===== config.mk =====
export PLATFORM = sky130hd
export DESIGN_NAME = sync_fifo_flags
export DESIGN_NICKNAME = d
export VERILOG_FILES = /design/src/rtl/sync_fifo_pkg.sv /design/src/rtl/sync_fifo_mem.sv /design/src/rtl/sync_fifo_flags.sv
export SDC_FILE = /design/constraint.sdc
export NUM_CORES = 1
export LEC_CHECK = 0
export ABC_AREA = 1
export CORE_MARGIN = 1
export CORE_UTILIZATION = 40
export CTS_BUF_LIST = sky130_fd_sc_hd__clkbuf_8
export DETAILED_ROUTE_END_ITERATION = 8
export GPL_ROUTABILITY_DRIVEN = 0
export GPL_TIMING_DRIVEN = 0
export SETUP_SLACK_MARGIN = 0.15
export SYNTH_ARGS = -nofsm -noshare
export SYNTH_HDL_FRONTEND = slang
export SYNTH_SLANG_ARGS = --single-unit

===== constraint.sdc =====
create_clock -name clk_i -period 6.1 [get_ports clk_i]
set_input_delay 1.525 -clock clk_i [delete_from_list [all_inputs] [get_ports clk_i]]
set_output_delay 1.525 -clock clk_i [all_outputs]
set_load 0.03 [all_outputs]

===== src/rtl/sync_fifo_pkg.sv =====
`default_nettype none
// ============================================================================
// Module   : sync_fifo_pkg
// Purpose  : Shared defaults and an elaboration-time log2 helper for the
//            sync_fifo_flags FIFO and its storage sub-module.
// Contents : DEF_WIDTH, DEF_DEPTH, DEF_PTR_WIDTH, DEF_AF_LEVEL,
//            DEF_AE_LEVEL, clog2()
// Revision : 1.0 - initial release
// ============================================================================
package sync_fifo_pkg;

  localparam int DEF_WIDTH     = 8;
  localparam int DEF_DEPTH     = 16;
  localparam int DEF_PTR_WIDTH = 4;
  localparam int DEF_AF_LEVEL  = 14;
  localparam int DEF_AE_LEVEL  = 2;

  // Ceiling log2 for parameter checks. The loop stops at bit 30 so the shift
  // never reaches the sign bit of a 32-bit int.
  function automatic int clog2(input int value);
    int result;
    result = 0;
    for (int i = 0; i < 31; i++) begin
      if ((1 << i) < value) begin
        result = i + 1;
      end
    end
    return result;
  endfunction

endpackage : sync_fifo_pkg
`default_nettype wire


===== src/rtl/sync_fifo_mem.sv =====
`default_nettype none
// ============================================================================
// Module   : sync_fifo_mem
// Purpose  : DEPTH x WIDTH storage array with one write port and one read
//            port for the sync_fifo_flags FIFO.
// Macro    : SYNC_FIFO_FWFT_EN - when defined the read port is combinational
//            (first-word-fall-through); otherwise it is a registered read
//            that updates only when rd_en_i is high and resets to zero.
// Ports    : clk_i      - clock, rising edge
//            rst_i      - synchronous active-high reset (read register only)
//            wr_en_i    - write strobe (already qualified by the controller)
//            wr_addr_i  - write address
//            wdata_i    - write data
//            rd_en_i    - read strobe (already qualified by the controller)
//            rd_addr_i  - read address
//            rdata_o    - read data
// Revision : 1.0 - initial release
// ============================================================================
module sync_fifo_mem #(
  parameter int WIDTH     = 8,
  parameter int DEPTH     = 16,
  parameter int PTR_WIDTH = 4
) (
  input  logic                 clk_i,
  input  logic                 rst_i,
  input  logic                 wr_en_i,
  input  logic [PTR_WIDTH-1:0] wr_addr_i,
  input  logic [WIDTH-1:0]     wdata_i,
  input  logic                 rd_en_i,
  input  logic [PTR_WIDTH-1:0] rd_addr_i,
  output logic [WIDTH-1:0]     rdata_o
);

  // Array contents are intentionally not reset.
  logic [WIDTH-1:0] mem_q [DEPTH];

  always_ff @(posedge clk_i) begin
    if (wr_en_i) begin
      mem_q[wr_addr_i] <= wdata_i;
    end
  end

`ifdef SYNC_FIFO_FWFT_EN
  // Head of queue is always presented; the pop only advances the pointer in
  // the controller, so reset and the read strobe have no role here.
  assign rdata_o = mem_q[rd_addr_i];

  logic unused_fwft;
  assign unused_fwft = &{1'b0, rst_i, rd_en_i};
`else
  // Registered read. When the FIFO is full and a write lands on the same
  // address being read, the non-blocking update guarantees the old (oldest)
  // entry is captured rather than the incoming word.
  logic [WIDTH-1:0] rdata_q;

  always_ff @(posedge clk_i) begin
    if (rst_i) begin
      rdata_q <= '0;
    end else if (rd_en_i) begin
      rdata_q <= mem_q[rd_addr_i];
    end
  end

  assign rdata_o = rdata_q;
`endif

endmodule : sync_fifo_mem
`default_nettype wire


===== src/rtl/sync_fifo_flags.sv =====
`default_nettype none
// ============================================================================
// Module   : sync_fifo_flags
// Purpose  : Parametrised single-clock FIFO with explicit occupancy count,
//            registered full/empty and almost-full/almost-empty flags,
//            synchronous flush and one-cycle error pulses on rejected
//            requests.
// Macro    : SYNC_FIFO_FWFT_EN - first-word-fall-through read port
//            (rdata_o valid whenever empty_o is low, rd_en_i pops).
//            Undefined: rdata_o is registered and valid one cycle after an
//            accepted read, holding otherwise.
// Ports    : clk_i          - clock, rising edge
//            rst_i          - synchronous active-high reset
//            flush_i        - synchronous clear of pointers/count/flags
//            wr_en_i        - write request
//            wdata_i        - write data
//            rd_en_i        - read request
//            rdata_o        - read data
//            full_o         - count == DEPTH
//            empty_o        - count == 0
//            almost_full_o  - count >= AF_LEVEL
//            almost_empty_o - count <= AE_LEVEL
//            count_o        - number of stored entries, 0..DEPTH
//            wr_error_o     - one-cycle pulse after a rejected write
//            rd_error_o     - one-cycle pulse after a rejected read
// Revision : 1.0 - initial release
// ============================================================================
module sync_fifo_flags
  import sync_fifo_pkg::*;
#(
  parameter int WIDTH     = DEF_WIDTH,
  parameter int DEPTH     = DEF_DEPTH,
  parameter int PTR_WIDTH = DEF_PTR_WIDTH,
  parameter int AF_LEVEL  = DEF_AF_LEVEL,
  parameter int AE_LEVEL  = DEF_AE_LEVEL
) (
  input  logic               clk_i,
  input  logic               rst_i,
  input  logic               flush_i,
  input  logic               wr_en_i,
  input  logic [WIDTH-1:0]   wdata_i,
  input  logic               rd_en_i,
  output logic [WIDTH-1:0]   rdata_o,
  output logic               full_o,
  output logic               empty_o,
  output logic               almost_full_o,
  output logic               almost_empty_o,
  output logic [PTR_WIDTH:0] count_o,
  output logic               wr_error_o,
  output logic               rd_error_o
);

  // --------------------------------------------------------------------------
  // Elaboration-time parameter checks
  // --------------------------------------------------------------------------
  if (WIDTH < 1) begin : g_bad_width
    $error("sync_fifo_flags: WIDTH must be at least 1");
  end

  if (DEPTH < 2 || DEPTH != (1 << PTR_WIDTH) || PTR_WIDTH != clog2(DEPTH)) begin : g_bad_depth
    $error("sync_fifo_flags: DEPTH must be a power of two >= 2 equal to 2**PTR_WIDTH");
  end

  if (AF_LEVEL < 1 || AF_LEVEL > DEPTH) begin : g_bad_af
    $error("sync_fifo_flags: AF_LEVEL out of range 1..DEPTH");
  end

  if (AE_LEVEL < 0 || AE_LEVEL > DEPTH - 1) begin : g_bad_ae
    $error("sync_fifo_flags: AE_LEVEL out of range 0..DEPTH-1");
  end

  // Thresholds expressed at count width so all compares are same-width.
  localparam logic [PTR_WIDTH:0] DEPTH_CNT = (PTR_WIDTH+1)'(DEPTH);
  localparam logic [PTR_WIDTH:0] AF_CNT    = (PTR_WIDTH+1)'(AF_LEVEL);
  localparam logic [PTR_WIDTH:0] AE_CNT    = (PTR_WIDTH+1)'(AE_LEVEL);

  // --------------------------------------------------------------------------
  // State
  // --------------------------------------------------------------------------
  logic [PTR_WIDTH-1:0] wr_ptr_q, wr_ptr_d;
  logic [PTR_WIDTH-1:0] rd_ptr_q, rd_ptr_d;
  logic [PTR_WIDTH:0]   count_q,  count_d;
  logic                 full_q,   full_d;
  logic                 empty_q,  empty_d;
  logic                 afull_q,  afull_d;
  logic                 aempty_q, aempty_d;
  logic                 wr_err_q, wr_err_d;
  logic                 rd_err_q, rd_err_d;

  logic                 wr_accept;
  logic                 rd_accept;

  // --------------------------------------------------------------------------
  // Request qualification
  // --------------------------------------------------------------------------
  // The read is judged on the registered empty flag only, so a write into an
  // empty FIFO never makes a same-cycle read acceptable. A write into a full
  // FIFO is acceptable only when the read frees a slot in the same cycle.
  // Flush swallows both requests without raising an error.
  always_comb begin
    rd_accept = rd_en_i && !empty_q && !flush_i;
    wr_accept = wr_en_i && (!full_q || rd_accept) && !flush_i;
  end

  // --------------------------------------------------------------------------
  // Next-state: pointers, count, flags, error pulses
  // --------------------------------------------------------------------------
  always_comb begin
    wr_ptr_d = wr_ptr_q;
    rd_ptr_d = rd_ptr_q;
    count_d  = count_q;
    wr_err_d = 1'b0;
    rd_err_d = 1'b0;

    if (flush_i) begin
      wr_ptr_d = '0;
      rd_ptr_d = '0;
      count_d  = '0;
    end else begin
      if (wr_accept) begin
        wr_ptr_d = wr_ptr_q + PTR_WIDTH'(1);
      end
      if (rd_accept) begin
        rd_ptr_d = rd_ptr_q + PTR_WIDTH'(1);
      end

      unique case ({wr_accept, rd_accept})
        2'b10:   count_d = count_q + (PTR_WIDTH+1)'(1);
        2'b01:   count_d = count_q - (PTR_WIDTH+1)'(1);
        default: count_d = count_q;
      endcase

      wr_err_d = wr_en_i && !wr_accept;
      rd_err_d = rd_en_i && !rd_accept;
    end

    // Flags follow the next-state count so they line up with the pointers
    // in the same cycle. A zero count reproduces the reset flag values,
    // which is what makes flush need no special flag handling.
    full_d   = (count_d == DEPTH_CNT);
    empty_d  = (count_d == '0);
    afull_d  = (count_d >= AF_CNT);
    aempty_d = (count_d <= AE_CNT);
  end

  always_ff @(posedge clk_i) begin
    if (rst_i) begin
      wr_ptr_q <= '0;
      rd_ptr_q <= '0;
      count_q  <= '0;
      full_q   <= 1'b0;
      empty_q  <= 1'b1;
      afull_q  <= 1'b0;
      aempty_q <= 1'b1;
      wr_err_q <= 1'b0;
      rd_err_q <= 1'b0;
    end else begin
      wr_ptr_q <= wr_ptr_d;
      rd_ptr_q <= rd_ptr_d;
      count_q  <= count_d;
      full_q   <= full_d;
      empty_q  <= empty_d;
      afull_q  <= afull_d;
      aempty_q <= aempty_d;
      wr_err_q <= wr_err_d;
      rd_err_q <= rd_err_d;
    end
  end

  // --------------------------------------------------------------------------
  // Storage
  // --------------------------------------------------------------------------
  sync_fifo_mem #(
    .WIDTH     (WIDTH),
    .DEPTH     (DEPTH),
    .PTR_WIDTH (PTR_WIDTH)
  ) u_mem (
    .clk_i     (clk_i),
    .rst_i     (rst_i),
    .wr_en_i   (wr_accept),
    .wr_addr_i (wr_ptr_q),
    .wdata_i   (wdata_i),
    .rd_en_i   (rd_accept),
    .rd_addr_i (rd_ptr_q),
    .rdata_o   (rdata_o)
  );

  // --------------------------------------------------------------------------
  // Outputs
  // --------------------------------------------------------------------------
  assign full_o         = full_q;
  assign empty_o        = empty_q;
  assign almost_full_o  = afull_q;
  assign almost_empty_o = aempty_q;
  assign count_o        = count_q;
  assign wr_error_o     = wr_err_q;
  assign rd_error_o     = rd_err_q;

endmodule : sync_fifo_flags
`default_nettype wire

==> results.cfg <==
[clocking]
clock_latency_ns = 0.46
postCtsSetupRepairBufs = 0
ctsResizeCount = 0
cts_max_path_buffers = 2
numCtsBuffers = 17
cts_tree = yes
h-tree-depth = 4
root_buffer = clkbuf_8
cts_hold_buf = 0
clock-sinks = 155
clk_pin_slew_ns = 0.09

[floorplanning]
rows = 46
die_h_um = 129
die_x_um = 129
coreArea_mm2 = 0.0158
die_area_mm2 = 0.0167
initial_core_util_pct = 40.8
ios = 32

[pwr]
ir_worst_vdd_mv = 0.125
power_switching_uw = 510
power_density_mw_per_mm2 = 281
clkPwrFrac_pct = 37.3
switching_share_pct = 24.5
p_comb_share_pct = 7.0
p_int_mw = 1.58
p_leak_nw = 2.57
seqPwrFrac_pct = 55.7

[synth]
synth_warnings = 0
ys_seq_elements = 155
syn_area_per_cell_um2 = 11.2
syn_area_mm2 = 0.00646
synth_nets = 595
synth_cell_type_count = 28
synth.area.top_cells = edfxtp_1 (60%), dfxtp_1 (8.4%), nor2_1 (7.8%)
yosys.area.top_type = edfxtp_1
netlist_instances = 574
yosysTopAreaCellShare_pct = 59.5
ys_seq_area_share_pct = 67.9

[timing]
fin_crit_sh_pct = 62.5
final.min_clock_period_ns = 3.81
tightest_slew_ns = 0.993
final-hold-violation-count = 0
rsz0062_at_grt = no
max_slew_margin_pct = 33.6
setup_violations = 0
fin_worst_skew_ns = 0.00971
fmax_mhz = 262
setup_tns_ns = 0
drv_slew = 0

[job]
cap_violations = 0

[final_layout]
fin_nets = 644
final_layout_size_suffix_gt1_share_pct = 11.2
final_area_mm2 = 0.00743
layout_common_cells = nor2_1 (134), edfxtp_1 (128), o21ai_0 (54), nand2_1 (43), nand3_1 (43)
final_common_cell = nor2_1
insertedDiodeCount = 0
area_growth_pct = 15.0

[place]
portBuffers = 30
dpl.hpwl_um = 10600
detailed_place.area_mm2 = 0.00703

[global_route]
grt_max_degree = 17
grt_overflow = 0
first_global_vias = 4197
antenna_found_initial = 0
grtUsageTotal_pct = 20.1
grt_pass1_wl_um = 23700

[critical_path]
arrival_ns = 4.21
critPathCaptureType = flip-flop
worst_ep_required_time_ns = 6.50
reg2regPathDepth = 15
crit_fanout = 11
cp-startpoint = rd_en_i
rr_endpoint = almost_full_o
criticalPathCategory = input pin to flip-flop
start_kind = input pin
reg2reg_slack_ns = 3.48
r2r_start = empty_o

[min_path]
hold_path_depth = 2
hold_start = empty_o
hp-class = flip-flop to flip-flop
holdPathEnd = rd_error_o

[route]
drtAntennaViolNets = 0
routed_wirelength_um = 15600
drcViolationCount = 0
vias = 4443
first_iter_violations = 413
avgRoutedWirePerCell_um = 18.3
first_pass_iters = 5
via_per_inst = 5.21

[status]
status = finished clean
cells in the mapped netlist (all sizes together):
library cell	number
buf	24
edfxtp	128
o21a	8
o21ai	75
dfxtp	27
ha	8
nor3	1
clkbuf	5
nand3	43
a21oi	12
o211ai	24
inv	31
nor3b	1
nor4	1
nor2	136
xor2	1
nand2	47
xnor2	2
worst max-delay path, cell delays in order:
cell and delay [ns]:
clkdlybuf4s50_1 0.49, nand2_2 0.12, nor2_4 0.24, buf_2 0.32, ha_1 0.37, nand2_1 0.08, inv_1 0.09, nor2_2 0.04
ha_1 0.27, nor2_1 0.04, nor2_1 0.08, o21ai_0 0.14, nor2_1 0.18, nand3_1 0.10, o21ai_1 0.13
flip-flops by register name, summed over array words and instances (netlist names):
name / cells
full_o: 1
u_mem.mem_q: 128
rd_error_o: 1
almost_full_o: 1
empty_o: 1
rd_ptr_q: 4
u_mem.rdata_o: 8
count_o: 5
almost_empty_o: 1
wr_error_o: 1
wr_ptr_q: 4
worst max path at each step:
stage                                to  slack, ns
final                     almost_full_o       2.29
after global routing            empty_o       2.08
after CTS                 almost_full_o       2.31
after detailed placement  almost_full_o       1.82
after global placement          empty_o       1.86
after floorplan                 empty_o       2.65
layout make-up:
| cell class | count | area (um^2) |
|---|---|---|
| well taps | 216 | 270 |
| plain buffers | 29 | 184 |
| multi-input cells | 359 | 1770 |
| fillers | 1443 | 8400 |
| clock buffers | 17 | 234 |
| flip-flops and latches | 155 | 4380 |
| clock inverters | 15 | 164 |
| inverters | 31 | 116 |
| repair buffers | 30 | 300 |
logic make-up (layout without fill, tap and decap cells):
| logic type | after synthesis | after routing | share of synthesized area [%] |
|---|---|---|---|
| and+or+nand+nor | 229 | 229 | 14.8 |
| adders and majority gates | 8 | 8 | 1.55 |
| buffers and inverters | 60 | 122 | 4.65 |
| AOI/OAI and AO/OA | 119 | 119 | 10.7 |
| xor gates and xnor gates | 3 | 3 | 0.407 |
| DFF | 155 | 155 | 67.9 |
per-layer routing:
metal  track usage [%]  share of wire [%]  up-vias
met5                 0                  0        -
met4              10.7                3.3        0
met3              4.95                7.0       30
met2              31.0                 46      167
met1              26.3                 44     2134
li1                  -                  -     2112
metrics by stage:
stage / util (%) / power, mW / instances / hold WS (ns) / setup WS (ns)
6_report: 46.9 / 2.09 / 852 / 0.472 / 2.29
5_1_grt: 46.9 / 2.15 / 852 / 0.506 / 2.08
4_1_cts: 46.9 / 2.10 / 852 / 0.481 / 2.31
3_5_place_dp: 44.4 / 1.33 / 820 / 0.469 / 1.82
3_3_place_gp: 44.4 / 1.33 / 820 / 0.453 / 1.86
2_1_floorplan: - / 1.27 / 574 / 0.474 / 2.65
power by group through the flow:
stage                     clock [mW]  combinational [mW]  sequential [mW]
after floorplan                    0              0.0718             1.20
after detailed placement           0               0.146             1.19
after global placement             0               0.145             1.19
final                          0.778               0.147             1.16
after CTS                      0.788               0.147             1.16
after global routing           0.820               0.161             1.16
Power figures use the tool's default switching activity.
